<file path="src/rtl/mdu_pkg.sv">
// Shared encodings and op-class helpers for the multiply/divide sequencer.
// Build option: define MDU_DIV_EN to implement DIV/DIVU (otherwise they decode as NONE).
package mdu_pkg;

    localparam int unsigned OP_W = 3;

    localparam logic [OP_W-1:0] MD_NONE  = 3'd0;
    localparam logic [OP_W-1:0] MD_MULT  = 3'd1;
    localparam logic [OP_W-1:0] MD_MULTU = 3'd2;
    localparam logic [OP_W-1:0] MD_DIV   = 3'd3;
    localparam logic [OP_W-1:0] MD_DIVU  = 3'd4;
    localparam logic [OP_W-1:0] MD_MTHI  = 3'd5;
    localparam logic [OP_W-1:0] MD_MTLO  = 3'd6;

    typedef enum logic {
        S_IDLE = 1'b0,
        S_RUN  = 1'b1
    } state_e;

    // Ops that occupy the unit for a multi-cycle busy period.
    function automatic logic is_long_op(input logic [OP_W-1:0] op);
`ifdef MDU_DIV_EN
        return (op == MD_MULT) || (op == MD_MULTU) || (op == MD_DIV) || (op == MD_DIVU);
`else
        return (op == MD_MULT) || (op == MD_MULTU);
`endif
    endfunction

    function automatic logic is_move_op(input logic [OP_W-1:0] op);
        return (op == MD_MTHI) || (op == MD_MTLO);
    endfunction

endpackage

</file>
<file path="src/rtl/mdu_arith.sv">
// Combinational multiply/divide datapath producing the pending HI/LO pair.
// Build option: MDU_DIV_EN includes the divider; without it only MULT/MULTU compute.
module mdu_arith
    import mdu_pkg::*;
(
    input  logic [OP_W-1:0] op,
    input  logic [31:0]     a,
    input  logic [31:0]     b,
    input  logic [31:0]     cur_hi,
    input  logic [31:0]     cur_lo,
    output logic [31:0]     res_hi,
    output logic [31:0]     res_lo
);

    // One 33x33 signed multiplier serves both MULT and MULTU via the extension bit.
    logic               mul_signed;
    logic signed [32:0] mul_a;
    logic signed [32:0] mul_b;
    logic [63:0]        prod;

    assign mul_signed = (op == MD_MULT);
    assign mul_a      = $signed({mul_signed & a[31], a});
    assign mul_b      = $signed({mul_signed & b[31], b});
    assign prod       = 64'(mul_a) * 64'(mul_b);

`ifdef MDU_DIV_EN
    // Signed divide runs on magnitudes, so INT_MIN / -1 wraps to INT_MIN with zero remainder.
    logic        div_signed;
    logic [31:0] a_mag;
    logic [31:0] b_mag;
    logic [31:0] q_mag;
    logic [31:0] r_mag;
    logic [31:0] quot;
    logic [31:0] rem;

    assign div_signed = (op == MD_DIV);
    assign a_mag      = (div_signed && a[31]) ? (32'd0 - a) : a;
    assign b_mag      = (div_signed && b[31]) ? (32'd0 - b) : b;
    assign q_mag      = a_mag / b_mag;
    assign r_mag      = a_mag % b_mag;
    assign quot       = (div_signed && (a[31] ^ b[31])) ? (32'd0 - q_mag) : q_mag;
    assign rem        = (div_signed && a[31]) ? (32'd0 - r_mag) : r_mag;
`endif

    always_comb begin
        res_hi = cur_hi;
        res_lo = cur_lo;
        case (op)
            MD_MULT, MD_MULTU: begin
                res_hi = prod[63:32];
                res_lo = prod[31:0];
            end
`ifdef MDU_DIV_EN
            MD_DIV, MD_DIVU: begin
                if (b != 32'd0) begin
                    res_hi = rem;
                    res_lo = quot;
                end
            end
`endif
            default: ;
        endcase
    end

endmodule

</file>
<file path="src/rtl/mdu_sequencer.sv">
// Multi-cycle MULT/DIV sequencer holding architectural HI/LO and the D-stage stall request.
// Build option: MDU_DIV_EN enables DIV/DIVU; otherwise they act as NONE.
module mdu_sequencer
    import mdu_pkg::*;
#(
    parameter int unsigned MULT_CYCLES = 5,
    parameter int unsigned DIV_CYCLES  = 10
) (
    input  logic            clk,
    input  logic            reset,
    input  logic [OP_W-1:0] E_mdOp,
    input  logic            E_start,
    input  logic [31:0]     E_rs,
    input  logic [31:0]     E_rt,
    input  logic            D_mdInstr,
    output logic            busy,
    output logic            D_mdStall,
    output logic [31:0]     hi,
    output logic [31:0]     lo
);

    localparam int unsigned MAX_CYCLES = (MULT_CYCLES > DIV_CYCLES) ? MULT_CYCLES : DIV_CYCLES;
    localparam int unsigned CNT_W      = $clog2(MAX_CYCLES + 1);

    state_e             state_q, state_d;
    logic [CNT_W-1:0]   cnt_q, cnt_d;
    logic [31:0]        res_hi_q, res_hi_d;
    logic [31:0]        res_lo_q, res_lo_d;
    logic [31:0]        hi_q, hi_d;
    logic [31:0]        lo_q, lo_d;
    logic [31:0]        arith_hi;
    logic [31:0]        arith_lo;
    logic               is_mul;

    mdu_arith u_arith (
        .op     (E_mdOp),
        .a      (E_rs),
        .b      (E_rt),
        .cur_hi (hi_q),
        .cur_lo (lo_q),
        .res_hi (arith_hi),
        .res_lo (arith_lo)
    );

    assign is_mul = (E_mdOp == MD_MULT) || (E_mdOp == MD_MULTU);

    always_ff @(posedge clk) begin
        if (reset) begin
            state_q  <= S_IDLE;
            cnt_q    <= '0;
            res_hi_q <= '0;
            res_lo_q <= '0;
            hi_q     <= '0;
            lo_q     <= '0;
        end else begin
            state_q  <= state_d;
            cnt_q    <= cnt_d;
            res_hi_q <= res_hi_d;
            res_lo_q <= res_lo_d;
            hi_q     <= hi_d;
            lo_q     <= lo_d;
        end
    end

    // Starts are only honoured in IDLE; the pending result commits on the last busy edge.
    always_comb begin
        state_d  = state_q;
        cnt_d    = cnt_q;
        res_hi_d = res_hi_q;
        res_lo_d = res_lo_q;
        hi_d     = hi_q;
        lo_d     = lo_q;
        case (state_q)
            S_IDLE: begin
                if (E_start) begin
                    if (is_long_op(E_mdOp)) begin
                        res_hi_d = arith_hi;
                        res_lo_d = arith_lo;
                        cnt_d    = is_mul ? CNT_W'(MULT_CYCLES) : CNT_W'(DIV_CYCLES);
                        state_d  = S_RUN;
                    end else if (is_move_op(E_mdOp)) begin
                        if (E_mdOp == MD_MTHI) begin
                            hi_d = E_rs;
                        end else begin
                            lo_d = E_rs;
                        end
                    end
                end
            end
            S_RUN: begin
                cnt_d = cnt_q - CNT_W'(1);
                if (cnt_q == CNT_W'(1)) begin
                    hi_d    = res_hi_q;
                    lo_d    = res_lo_q;
                    state_d = S_IDLE;
                end
            end
            default: state_d = S_IDLE;
        endcase
    end

    assign busy      = (state_q == S_RUN);
    assign D_mdStall = D_mdInstr & (busy | (E_start & is_long_op(E_mdOp)));
    assign hi        = hi_q;
    assign lo        = lo_q;

endmodule

</file>
<file path="config.mk">
export PLATFORM = sky130hd
export DESIGN_NAME = mdu_sequencer
export DESIGN_NICKNAME = d
export VERILOG_FILES = /design/src/rtl/mdu_pkg.sv /design/src/rtl/mdu_arith.sv /design/src/rtl/mdu_sequencer.sv
export SDC_FILE = /design/constraint.sdc
export NUM_CORES = 2
export LEC_CHECK = 0
export BUFFER_PORTS_ARGS = -buffer_cell sky130_fd_sc_hd__buf_2
export CAP_MARGIN = 20
export CORE_MARGIN = 2
export CORE_UTILIZATION = 40
export CTS_BUF_LIST = sky130_fd_sc_hd__clkbuf_4 sky130_fd_sc_hd__clkbuf_8
export CTS_CLUSTER_SIZE = 24
export DETAILED_ROUTE_END_ITERATION = 6
export PLACE_DENSITY = 0.58
export SYNTH_ARGS = -nofsm -noshare
export SYNTH_HDL_FRONTEND = slang
export SYNTH_SLANG_ARGS = --single-unit
</file>
<file path="constraint.sdc">
create_clock -name clk -period 19.1 [get_ports clk]
set_input_delay 3.82 -clock clk [delete_from_list [all_inputs] [get_ports clk]]
set_output_delay 3.82 -clock clk [all_outputs]
set_load 0.05 [all_outputs]
</file>
## Word level (Yosys, flattened, before mapping)

Index checks and enable logic that the tools add are counted.
Widths: inputs -> output; s select.

| operators by class | value |
|---|---|
| $add $sub $neg | 1 |
| multiply operators | 1 |
| equality and inequality tests | 12 |
| muxes and demuxes | 21 |
| bitwise gates (word level) | 6 |
| reductions and logical operators | 7 |

Operator list:

| cell | number |
|---|---|
| $mux 32 | 12 |
| $pmux 32 s2 | 2 |
| $mul 33x33->64 | 1 |
| $ne 2x2->1 const B | 6 |
| $reduce_and 5->1 | 2 |
| $mux 4 | 2 |
| $pmux 4 s2 | 1 |
| $eq 3x3->1 const B | 2 |
| $and 1x1->1 | 4 |
| $eq 4x1->1 const B | 1 |
| $sub 4x1->4 const B | 1 |
| $eq 3x1->1 const B | 1 |
| $eq 3x2->1 const B | 1 |
| $mux 1 | 3 |
| $reduce_and 3->1 | 1 |
| $logic_or 1x1->1 | 2 |
| $ne 2x1->1 const B | 1 |
| $pmux 1 s2 | 1 |
| $reduce_and 2->1 | 1 |
| $reduce_or 2->1 | 1 |
| $not 1->1 | 1 |
| $or 1x1->1 | 1 |

| word-level totals | value |
|---|---|
| bits in registers | 133 |
| input bits | 71 |
| output and inout bits | 66 |
| word-level logic and storage cells | 54 |

## Longest topological paths before layout

| depth | value |
|---|---|
| depth after elaboration | 6 |
| mapped depth | 32 |
| gate-level depth less buffers | 30 |

## Cells and area by module

Synthesis repeated with hierarchy kept, for this count alone.

| unflattened totals | value |
|---|---|
| cell total of the unflattened synthesis | 5,035 |
| area total of the unflattened synthesis | 44,958.1 sq um |

Modules (own cells, without submodules):

| module | times used | cells an instance | area each (sq um) | seq. area each (sq um) |
|---|---|---|---|---|
| mdu_arith | 1 | 4,388 | 38,757.2 | 0.0 |
| mdu_sequencer | 1 | 647 | 6,200.9 | 2,662.6 |

## Worst setup path after synthesis

OpenSTA, ideal clock, no wires.

| timing | value |
|---|---|
| kind | in2reg |
| from | in E_mdOp[1] |
| to | reg res_hi_q[27] |
| library setup time | 62 ps |
| data arrival time | 11,612 ps |
| data required time | 19,038 ps |
| setup slack | 7,426 ps |
| stages | 28 |
| path buffers | 2 |
| path through | nand2b_1 nor2_1 and2_1 clkbuf_1 nand2_1 inv_1 fa_1 inv_1 fa_1 inv_1 fa_1 fa_1 inv_1 fa_1 inv_1 fa_1 inv_1 fa_1 fa_1 inv_1 ha_1 clkbuf_1 nand4_1 nor4_4 nor2_2 o41a_1 or4_1 nand3_1 |

| on the way | value |
|---|---|
| word-level cells in the longest chain between the ends | 4 |
| elaborated cells on any way between the ends | 9 |
| those cells by class | 1 x mul; 2 x eq/ne; 1 x mux; 2 x bitwise; 3 x reduce/logical |

RTL lines:

| what | RTL line | source |
|---|---|---|
| start: declaration | mdu_sequencer.sv:11 | `input logic [OP_W-1:0] E_mdOp,` |
| $eq 3x1->1 | mdu_pkg.sv:25, mdu_arith.sv:21, mdu_arith.sv:48 |  |
| $and 1x1->1, on equally long branches | mdu_arith.sv:22, mdu_arith.sv:23 |  |
| $mul 33x33->64 | mdu_arith.sv:24 | `assign prod = 64'(mul_a) * 64'(mul_b);` |
| $mux 32 | mdu_arith.sv:48 | `case (op)` |
| end signal: assignment | mdu_sequencer.sv:58 | `res_hi_q <= res_hi_d;` |
| end: declaration | mdu_sequencer.sv:27 | `logic [31:0] res_hi_q, res_hi_d;` |

Parallel ways exist; a longest one is shown, timed or not.
A chain may end at the register's enable or synchronous reset.

## Final worst setup path

| timing | value |
|---|---|
| from | in E_mdOp[1] |
| to | reg res_hi_q[30] |

The elaborated chain is that of the path after synthesis.

==> summary.txt <==
Run status
  • Status: finished, final reports clean

Worst setup path
  • Crit path arrival time: ~13 ns
  • CP startpoint kind: primary input
  • Data required, critical path: approximately 19 ns
  • Slowest cell on the critical path: fa_1
  • Crit path max fanout: 21
  • CP delay by family, top: adder cells
  • CP endpoint kind: flop
  • Worst Path Buf+Inv: 10
  • Critical path class: primary input to flop
  • Max incr delay on CP: around 0.85 ns

Synth
  • Post-synth ARST share: 0%
  • Post-Syn Area: between 0.04 and 0.05 sq mm
  • Post-synth EDFFs: 0
  • Net count after synthesis: around 6200
  • Yosys cell types: 64
  • Yosys reg bits: between 100 and 150
  • Area share of the largest cell type after synthesis: 52.6%
  • Syn Area/Cell: 8.95 sq um
  • Synth Warn #: 0
  • Share of the yosys chip area belonging to registers: 6.22%
  • Area contributors post-synth: fa_1 (53%), inv_1 (10%), nand2_1 (7.5%)
  • Gate Count Post-Synth: between 4000 and 5000
  • Area leader, netlist: fa_1
  • Ys flop type: dfxtp_1

Global route
  • Grt total ovfl: 0
  • Initial antenna violation count: 13
  • Vias in the first global route: about 35000
  • Tot GR Track Use: between 20% and 30%
  • First-pass GRT wire length: roughly 200000 microns
  • Largest net degree at the start of global routing: about 100

STA
  • Top achievable clock speed: 0.0806 GHz
  • Setup repair after global routing missed its margin: no
  • Slew margin rel.: a little over a quarter
  • Min Tclk post-route: approximately 12 ns
  • Fin Clk Skew: 0.0179 ns
  • Endpoints failing hold: 0
  • Worst slew pin tran: 1.10 ns
  • Final period util: roughly 65%
  • Fin Hold WS: around 0.46 ns
  • Final setup violation count: 0
  • Count of pins over their slew limit: 0
  • Sum Neg Setup Slack: 0 ns

Clocking
  • Clock buffer depth: 2
  • # Post-CTS Setup Buffers: 0
  • TritonCTS clock tree: done
  • Root Buffer Master: clkbuf_8
  • Post-CTS Hold Buffers: 0
  • CTS H-tree lvls: 4
  • Worst-Skew Late Latency: about 0.45 ns
  • Clock Sinks: between 100 and 150
  • Clock buffer count from CTS: 17
  • Reg clk slew, reported paths: approximately 0.080 ns
  • Post_cts resized: 0

Place
  • DP Area: 0.0447 sq mm
  • RD Place Congestion: just under 0.9
  • Port Buffer Count: about 140
  • Post-DP HPWL: between 90000 and 100000 microns

Final layout
  • Final Cell Area: approximately 0.045 sq mm
  • FILL cells: approximately 11000
  • Area Growth Syn to Fin: 5.20%
  • Layout cells sized above 1: 5.17%
  • Post-layout nets: 6132

Routing
  • Vias per cell: roughly 5.2
  • Vias after detailed routing: roughly 32000
  • DR pass1 iterations: 5
  • Routed WL: about 130000 microns
  • Routed Antenna Nets: 0
  • Wire length per cell: roughly 21 microns
  • Drt first-iter violations: 2006
  • # DRC: 0

Die
  • Die height: ~330 microns
  • Die area: about 0.11 sq mm
  • Starting Density: 40.2%
  • CORE AREA: 0.107 sq mm
  • IO Count: roughly 140
  • Die width: roughly 330 microns
  • # rows: 120

Min path
  • Hold Crit Class: flop to flop

Job
  • Max-cap viol count: 0
[kinds of logic (layout without fill, tap and decap cells)]
| family | count (synthesis) | after routing | share of synthesized area [%] |
|---|---|---|---|
| and+or+nand+nor | 1451 | 1451 | 15.4 |
| buffers and inverters | 1407 | 1357 | 12.3 |
| adders and majority gates | 1339 | 1339 | 58.8 |
| AOI/OAI and AO/OA | 385 | 385 | 5.72 |
| DFF | 133 | 133 | 6.22 |
| xor gates and xnor gates | 68 | 68 | 1.39 |
| muxes | 2 | 2 | 0.0468 |
| other | 0 | 2 | 0 |
[registers in the layout, indices dropped and copies added, names as in the netlist]
| name | flops |
|---|---|
| hi | 32 |
| lo | 32 |
| res_hi_q | 32 |
| res_lo_q | 32 |
| cnt_q | 4 |
| busy | 1 |
[synthesized netlist by cell type (9+ instances only)]
cell         n
nor2_1     139
nand2_1    859
a21o_1      27
o21bai_1    10
nand4_1     11
nor2b_1     38
xnor2_1     54
xor2_1      14
nand3b_1     9
inv_1     1140
and2_1     309
fa_1      1125
or2_2       12
a211oi_1    78
ha_1       214
a21oi_1    169
o21ai_0     36
and3_1      23
nand3_1     15
clkbuf_1   261
dfxtp_1    133
[final timing paths]
check / endpoint / cells past startpoint / startpoint / slack [ns]
max: res_hi_q[30] / 30 / E_mdOp[1] / 6.69
min: res_lo_q[13] / 2 / res_lo_q[13] / 0.46
max reg2reg: hi[14] / 6 / busy / 16.36
min reg2reg: res_lo_q[13] / 2 / res_lo_q[13] / 0.46
[per-stage QoR]
step / instances / util (%) / worst slack, ns
after floorplan: 4785 / - / 7.43
after global placement: 6105 / 41.9 / 6.41
after detailed placement: 6106 / 41.9 / 6.30
after CTS: 6138 / 42.3 / 6.75
after global routing: 6138 / 42.3 / 6.17
final: 6140 / 42.3 / 6.69
[area by class of cell]
type | instances | area (sq um) | area share [%]
Multi-Input combinational cell | 3245 | 34900 | 77.5
Inverter | 1140 | 4280 | 9.50
Sequential cell | 133 | 2670 | 5.92
Tap cell | 1403 | 1760 | 3.90
Timing Repair Buffer | 185 | 1060 | 2.35
Clock buffer | 18 | 241 | 0.536
Clock inverter | 14 | 141 | 0.314
Antenna cell | 2 | 5.00 | 0.0111
[placed cells by master (no fill, tap or decap), drive strengths merged, types with 38 or more instances in the layout]
master / count
nor2b: 38
ha: 214
xnor2: 54
buf: 185
and2: 309
inv: 1148
nor2: 140
nand2: 859
dfxtp: 133
o21ai: 39
a21oi: 169
fa: 1125
a211oi: 80
[tightest hold or removal path: stages (launching register included)]
cell and delay [ns]:
dfxtp_1 0.32, nand2_1 0.05, a21oi_1 0.05
[layer usage]
layer / wire length [microns] / GRT usage (%) / vias up / part of all wire (%)
met3: 7320 / 2.54 / 193 / 5.7
met2: 61600 / 41.1 / 1019 / 48
li1: - / - / 13800 / -
met5: 26 / 0 / - / 0.020
met1: 55200 / 33.3 / 16700 / 43
met4: 3500 / 6.02 / 4 / 2.7
Power is not shown: default switching activity piles up to over one toggle a cycle in this logic, so the estimate is an artifact.
